File: config.mk
export PLATFORM = sky130hd
export DESIGN_NAME = cmp_share_arbiter
export DESIGN_NICKNAME = d
export VERILOG_FILES = /design/src/rtl/cmp_pkg.sv /design/src/rtl/cmp_core.sv /design/src/rtl/cmp_share_arbiter.sv
export SDC_FILE = /design/constraint.sdc
export NUM_CORES = 1
export LEC_CHECK = 0
export CORE_MARGIN = 3
export CORE_UTILIZATION = 29
export CTS_BUF_LIST = sky130_fd_sc_hd__clkbuf_4
export CTS_CLUSTER_DIAMETER = 40
export DETAILED_ROUTE_END_ITERATION = 10
export PLACE_DENSITY = 0.79
export SLEW_MARGIN = 20
export SYNTH_ARGS = -nofsm -noshare
export SYNTH_HDL_FRONTEND = slang
export SYNTH_SLANG_ARGS = --single-unit
File: constraint.sdc
create_clock -name clk -period 3.3 [get_ports clk]
set_input_delay 0.66 -clock clk [delete_from_list [all_inputs] [get_ports clk]]
set_output_delay 0.66 -clock clk [all_outputs]
set_load 0.05 [all_outputs]
File: src/rtl/cmp_pkg.sv
// Shared definitions for the compare-sharing arbiter: opcodes, result
// constants and the requester-port identifier.
package cmp_pkg;

  localparam logic [3:0] CMP_SLT  = 4'b1000;
  localparam logic [3:0] CMP_SLTU = 4'b1001;
  localparam logic [3:0] CMP_EQ   = 4'b1010;
  localparam logic [3:0] CMP_NE   = 4'b1011;
  localparam logic [3:0] CMP_GE   = 4'b1100;
  localparam logic [3:0] CMP_GEU  = 4'b1101;

  localparam logic [31:0] CMP_TRUE  = 32'h0000_0001;
  localparam logic [31:0] CMP_FALSE = 32'h0000_0000;

  // Requester port identifier, also the encoding of the round-robin pointer.
  typedef enum logic {
    PORT0 = 1'b0,
    PORT1 = 1'b1
  } port_e;

endpackage

File: src/rtl/cmp_core.sv
// Single shared comparator: signed/unsigned ordering and equality compares.
// Unknown opcodes return CMP_FALSE.
module cmp_core
  import cmp_pkg::*;
(
  input  logic [31:0] rs_1,
  input  logic [31:0] rs_2,
  input  logic [3:0]  alu_ctrl,
  output logic [31:0] result
);

  logic lt_s;
  logic lt_u;
  logic eq;

  assign lt_s = $signed(rs_1) < $signed(rs_2);
  assign lt_u = rs_1 < rs_2;
  assign eq   = rs_1 == rs_2;

  // Opcode decode to a zero-extended boolean result.
  always_comb begin
    result = CMP_FALSE;
    case (alu_ctrl)
      CMP_SLT:  result = lt_s ? CMP_TRUE : CMP_FALSE;
      CMP_SLTU: result = lt_u ? CMP_TRUE : CMP_FALSE;
      CMP_EQ:   result = eq   ? CMP_TRUE : CMP_FALSE;
      CMP_NE:   result = eq   ? CMP_FALSE : CMP_TRUE;
      CMP_GE:   result = lt_s ? CMP_FALSE : CMP_TRUE;
      CMP_GEU:  result = lt_u ? CMP_FALSE : CMP_TRUE;
      default:  result = CMP_FALSE;
    endcase
  end

endmodule

File: src/rtl/cmp_share_arbiter.sv
// Round-robin arbiter sharing one comparator between the ALU-issue port (0)
// and the branch-resolution port (1), with a single registered, tagged
// response channel. Optional saturating performance counters are built
// when the macro CMP_ARB_PERF_EN is defined.
module cmp_share_arbiter
  import cmp_pkg::*;
#(
  parameter int TAG_W = 4
`ifdef CMP_ARB_PERF_EN
  , parameter int CNT_W = 16
`endif
) (
  input  logic              clk,
  input  logic              rst_n,
  input  logic              req0_valid,
  output logic              req0_ready,
  input  logic [31:0]       req0_rs_1,
  input  logic [31:0]       req0_rs_2,
  input  logic [3:0]        req0_alu_ctrl,
  input  logic [TAG_W-1:0]  req0_tag,
  input  logic              req1_valid,
  output logic              req1_ready,
  input  logic [31:0]       req1_rs_1,
  input  logic [31:0]       req1_rs_2,
  input  logic [3:0]        req1_alu_ctrl,
  input  logic [TAG_W-1:0]  req1_tag,
  output logic              rsp_valid,
  input  logic              rsp_ready,
  output logic              rsp_id,
  output logic [TAG_W-1:0]  rsp_tag,
  output logic [31:0]       rsp_result
`ifdef CMP_ARB_PERF_EN
  , output logic [CNT_W-1:0] perf_grant0
  , output logic [CNT_W-1:0] perf_grant1
  , output logic [CNT_W-1:0] perf_conflict
`endif
);

  port_e             last;
  port_e             sel;
  logic              can_issue;
  logic              grant0;
  logic              grant1;
  logic              accept0;
  logic              accept1;
  logic              accept;
  logic [31:0]       mux_rs_1;
  logic [31:0]       mux_rs_2;
  logic [3:0]        mux_ctrl;
  logic [TAG_W-1:0]  mux_tag;
  logic [31:0]       cmp_result;

  // Grant selection: a lone requester wins; on a conflict the port not
  // served last wins. Readys are gated by reset and response backpressure.
  always_comb begin
    can_issue  = !rsp_valid || rsp_ready;
    grant0     = req0_valid && (!req1_valid || (last == PORT1));
    grant1     = req1_valid && !grant0;
    req0_ready = rst_n && can_issue && grant0;
    req1_ready = rst_n && can_issue && grant1;
    accept0    = req0_valid && req0_ready;
    accept1    = req1_valid && req1_ready;
    accept     = accept0 || accept1;
    sel        = grant1 ? PORT1 : PORT0;
  end

  // Operand mux in front of the single shared comparator.
  always_comb begin
    mux_rs_1 = req0_rs_1;
    mux_rs_2 = req0_rs_2;
    mux_ctrl = req0_alu_ctrl;
    mux_tag  = req0_tag;
    if (sel == PORT1) begin
      mux_rs_1 = req1_rs_1;
      mux_rs_2 = req1_rs_2;
      mux_ctrl = req1_alu_ctrl;
      mux_tag  = req1_tag;
    end
  end

  cmp_core u_cmp_core (
    .rs_1     (mux_rs_1),
    .rs_2     (mux_rs_2),
    .alu_ctrl (mux_ctrl),
    .result   (cmp_result)
  );

  // Round-robin pointer; reset to PORT1 so port 0 wins the first conflict.
  always_ff @(posedge clk) begin
    if (!rst_n) begin
      last <= PORT1;
    end else if (accept) begin
      last <= sel;
    end
  end

  // Response register: load on accept (overwriting a consumed response in
  // the same edge), otherwise drain on rsp_ready, otherwise hold.
  always_ff @(posedge clk) begin
    if (!rst_n) begin
      rsp_valid  <= 1'b0;
      rsp_id     <= 1'b0;
      rsp_tag    <= '0;
      rsp_result <= '0;
    end else if (accept) begin
      rsp_valid  <= 1'b1;
      rsp_id     <= sel;
      rsp_tag    <= mux_tag;
      rsp_result <= cmp_result;
    end else if (rsp_ready) begin
      rsp_valid  <= 1'b0;
    end
  end

`ifdef CMP_ARB_PERF_EN
  logic conflict;
  assign conflict = req0_valid && req1_valid && can_issue;

  // Saturating accept and conflict counters.
  always_ff @(posedge clk) begin
    if (!rst_n) begin
      perf_grant0   <= '0;
      perf_grant1   <= '0;
      perf_conflict <= '0;
    end else begin
      if (accept0 && (perf_grant0 != '1)) begin
        perf_grant0 <= perf_grant0 + CNT_W'(1);
      end
      if (accept1 && (perf_grant1 != '1)) begin
        perf_grant1 <= perf_grant1 + CNT_W'(1);
      end
      if (conflict && (perf_conflict != '1)) begin
        perf_conflict <= perf_conflict + CNT_W'(1);
      end
    end
  end
`endif

endmodule

Yosys cells after proc, flatten, opt, wreduce, memory -nomap -nowiden

Cells that the tools add are included.
W data, S select, Z words.

Register bits: 39
Bits of input ports: 149

Magnitude comparators: 2
Eq/ne operators: 7
Multiplexer cells: 14
Reduce and logical (&&, ||, !) cells: 14

Operators by type and width:

| cell                 | count |
|---|---|
| $pmux W32 S6         | 1 |
| $lt A32 B32 Y1       | 2 |
| $mux W32             | 2 |
| $eq A32 B32 Y1       | 1 |
| $eq A4 B4 Y1 const B | 6 |
| $mux W1              | 9 |
| $mux W4              | 2 |
| $logic_and A1 B1 Y1  | 7 |
| $logic_not A1 Y1     | 3 |
| $logic_or A1 B1 Y1   | 3 |
| $reduce_bool A2 Y1   | 1 |

Longest topological paths before layout

Depth in word-level cells: 10
Mapped depth: 15

Modules after synthesis

Synthesis repeated with hierarchy kept, for this count alone.

Cells, all modules: 420
Area total of the unflattened synthesis: 3646.0 sq um

By module, submodules not included:

| module            | times used | cells an instance | area each (sq um) | sequential area each (sq um) |
|---|---|---|---|---|
| cmp_share_arbiter | 1          | 269               | 2519.9            | 780.7 |
| cmp_core          | 1          | 151               | 1126.1            | 0.0 |

Worst setup path before layout

Ideal clock, no wire load.

Kind: input -> register
From: input req1_valid
To: register rsp_result[0]
Library setup time: 0.138 ns
Arrival time: 3.099 ns
Required time: 3.162 ns
Path slack: 0.063 ns
Stages on the path: 15
Path buffers: 3
Cell sequence: inv_1 a21oi_1 buf_6 clkbuf_1 clkbuf_1 nand2_1 nand2_1 ha_1 and4_1 nor4b_1 a221oi_1 o21ai_0 a31oi_1 xor2_1 o221ai_1

Cells in the longest elaborated chain, start to end: 10
Elaborated cells on any way between the ends: 30
Those cells by class: order compare (2); eq/ne (7); mux (11); reduce/logical (10)

Ends and longest elaborated chain:

| what                                   | RTL line                 | text |
|---|---|---|
| start: declaration                     | cmp_share_arbiter.sv:21  | `input logic req1_valid,` |
| $logic_not A1 Y1                       | cmp_share_arbiter.sv:57  | `grant0 = req0_valid && (!req1_valid \|\| (last == PORT1));` |
| $logic_or A1 B1 Y1                     | cmp_share_arbiter.sv:57  |  |
| $logic_and A1 B1 Y1                    | cmp_share_arbiter.sv:57  |  |
| $logic_not A1 Y1                       | cmp_share_arbiter.sv:58  | `grant1 = req1_valid && !grant0;` |
| $logic_and A1 B1 Y1                    | cmp_share_arbiter.sv:58  |  |
| $mux W1                                | cmp_share_arbiter.sv:64  | `sel = grant1 ? PORT1 : PORT0;` |
| $mux W32                               | cmp_share_arbiter.sv:73  | `if (sel == PORT1) begin` |
| $lt A32 B32 Y1 (tied with other cells) | cmp_core.sv:17           | `assign lt_u = rs_1 < rs_2;` |
| $mux W1 (tied with other cells)        | cmp_core.sv:29           | `CMP_GEU: result = lt_u ? CMP_FALSE : CMP_TRUE;` |
| $pmux W32 S6                           | cmp_core.sv:23           | `case (alu_ctrl)` |
| end signal: assignment                 | cmp_share_arbiter.sv:109 | `rsp_result <= cmp_result;` |
| end: declaration                       | cmp_share_arbiter.sv:31  | `output logic [31:0] rsp_result` |

Several ways; a longest one is shown, not always the timed one.
A chain may end at the register's enable or synchronous reset.

Worst setup path after layout

From: input req0_valid
To: register rsp_result[0]

Cells in the longest elaborated chain, start to end: 8
Elaborated cells on any way between the ends: 28
Those cells by class: order compare (2); eq/ne (7); mux (11); reduce/logical (8)

Ends and longest elaborated chain:

| what                                   | RTL line                | text |
|---|---|---|
| start: declaration                     | cmp_share_arbiter.sv:15 | `input logic req0_valid,` |
| $logic_and A1 B1 Y1                    | cmp_share_arbiter.sv:57 |  |
| $logic_not A1 Y1                       | cmp_share_arbiter.sv:58 |  |
| $logic_and A1 B1 Y1                    | cmp_share_arbiter.sv:58 |  |
| $mux W1                                | cmp_share_arbiter.sv:64 |  |
| $mux W32                               | cmp_share_arbiter.sv:73 |  |
| $lt A32 B32 Y1 (tied with other cells) | cmp_core.sv:17          |  |
| $mux W1 (tied with other cells)        | cmp_core.sv:29          |  |
| $pmux W32 S6                           | cmp_core.sv:23          |  |

Several ways; a longest one is shown, not always the timed one.

==> reports/results.ini <==
[clocking]
clkTransAtPathRegs_ns = 0.06
cts_buffer_depth = 2
numCtsBuffers = 3
insertion_delay_ns = 0.26
cts-root-buf = clkbuf_4
cts_max_level = 1
clock-sinks = 8
cts_tree = built
postCtsHoldBufs = 0

[timing]
finalSetupTns_ns = 0
hold_viol_final = 0
setup_viol = 0
post-route-min-period_ns = 2.83
min_period_over_period = 0.859
tightest_slew_ns = 0.682
maxSlewHeadroom = 0.544
timing.final.max_slew_violations = 0
max_freq_mhz = 353
rsz0062_at_grt = false
timing.hold.ws_ns = 0.477
fin_ws_ns = 0.467
finalClockSkew_ns = 0.00203

[placement]
dp_hpwl_um = 6670
numPortBuffers = 157
placedCellCount = 572
place_congestion = 0.743
pre_cts_ws_ns = -0.246

[global_route]
grt_max_degree = 24
first_global_vias = 2756
busiest_layer = met2
grt_util_met2 = 0.330
grt_pass1_wl_um = 12000
grt_util_met1 = 0.197
grt_usage = 0.171
overflow = 0
antenna_found_initial = 0
met3_usage = 0.0249

[finish]
num-fill-cells = 637
area_delta_synth_final_pct = 89.7
drive_gt1_frac = 0.0840
stdcell_count = 584
regArea_um2 = 160
nets = 671
diodes = 0
multi_input_area_um2 = 1810

[die]
core_area_um2 = 6940
die_w_um = 91.4
die_h_um = 91.4
dieArea_um2 = 8350
start_util = 0.304
placementRows = 30
pin_count = 189

[setup_path]
path_max_fanout = 13
critPathCaptureType = flip-flop
worstSetupPathType = primary input to flip-flop
startpoint = req0_valid
critPathRequiredTime_ns = 3.41
start_kind = primary input
arrival_ns = 2.94
rr_startpoint = last

[synth]
synth_cell_types = 34
synth_commonest_cells = nand2_1 (122), mux2i_1 (34), ha_1 (32)
yosys_most_used_dff = dfxtp_1
yosys_register_bits = 8
yosysTopAreaCell = nand2_1
ys_seq_area_frac = 0.0758
syn_area_um2 = 2110
yosysMostFrequentCell = nand2_1
synthCells = 315
synth_warnings = 0
syn_avg_cell_area_um2 = 6.71
synth_edf_count = 0
synthTopCellsByArea = nand2_1 (22%), ha_1 (19%), mux2i_1 (16%)
async_flop_share = 0
yosysTopAreaCellShare = 0.217

[detailed_routing]
drtPass1Iterations = 4
drt_iter0_drc = 55
viasPerCell = 4.62
vias = 2700
wirelength_um = 7680
drc_errors = 0
detail-route-antenna-nets = 0
wl_per_cell_um = 13.2

[worst_hold_path]
hold_class = flip-flop to flip-flop
min_from = rsp_id

[run_status]
status = complete, no violations

[power]
leakage_nw = 1.87
finalPower_uw = 845
powerDensity_nw_per_um2 = 211
ir_drop_mv = 0.0791

[flow_run]
max-cap-violations = 0

-- stage by stage --
stage	util	instance area, um^2
after floorplan	-	2230
after CTS	0.553	3840
final	0.577	4010
after global placement	0.550	3820
after global routing	0.577	4010
after detailed placement	0.550	3820
-- placed cells by master, fill, tap and decap left out, drive strengths merged --
master and n:
a311oi 5, and3 2, mux2i 34, nand3 5, ha 32, o22ai 1
o2111ai 1, nand4b 2, o21ai 7, nor4 1, inv 3, clkbuf 5
nor4b 1, a21oi 17, nand4 5, nand2b 1, nor2b 1, nor2 11
clkdlybuf4s50 153, o211ai 2, a221oi 2, buf 27, xor2 2, dfxtp 8
mux4 1, a31oi 1, and4 1, dlymetal6s2s 2, a2111o 1, conb 31
o221ai 1, nand2 122
-- flip-flops by register name (all words and copies together) (netlist names) --
| signal | count |
|---|---|
| rsp_result | 1 |
| last | 1 |
| rsp_valid | 1 |
| rsp_id | 1 |
| rsp_tag | 4 |
-- repair_timing --
action                                  CTS  global route
setup buffers                             0             7
gates resized for setup                   0            14
endpoints found under the setup margin    0             1
-- report_power, final --
group	internal [mW]	switching [mW]	leakage (nW)
Combinational	0.339	0.319	1.79
Sequential	0.105	0.00510	0.0662
Clock	0.0417	0.0351	0.0138
-- cell type report --
class	instances	area share
well taps	96	0.0300
repair buffers	184	0.471
flip-flops and latches	8	0.0400
inverters	3	0.00281
clock buffers	3	0.00562
multi-input cells	290	0.451
-- final timing paths --
path | to | slack, ns | depth (start not counted)
setup / recovery | rsp_result[0] | 0.47 | 15
hold / removal | rsp_id | 0.48 | 2
hold reg to reg | rsp_id | 0.48 | 2
setup reg to reg | rsp_result[0] | 0.63 | 14
-- critical path, stage by stage --
cell            delay (ns)
dlymetal6s2s_1        0.17
a21oi_4               0.09
buf_12                0.15
buf_12                0.14
buf_4                 0.17
buf_4                 0.14
nand2_1               0.06
nand2_1               0.05
ha_1                  0.31
a21oi_1               0.09
a2111o_1              0.41
o211ai_1              0.11
a31oi_1               0.13
xor2_1                0.14
o221ai_1              0.12
-- logic make-up (layout without fill, tap and decap cells) --
kind of cell / Yosys count / count (layout) / synth area share
AND/OR/NAND/NOR: 152 / 152 / 0.294
buffers and inverters: 47 / 190 / 0.143
AO/OA/AOI/OAI: 38 / 38 / 0.115
multiplexers: 35 / 35 / 0.172
adder cells (fa/ha/maj): 32 / 32 / 0.189
flip-flops: 8 / 8 / 0.0758
XOR/XNOR: 2 / 2 / 0.00829
other: 1 / 31 / 0.00177
-- layer usage --
layer,vias up,wire length [um]
met5,-,0
met4,0,107
met3,8,600
met2,113,4050
met1,1197,2920
li1,1382,-
No activity file was read; power rests on OpenSTA's default activity.
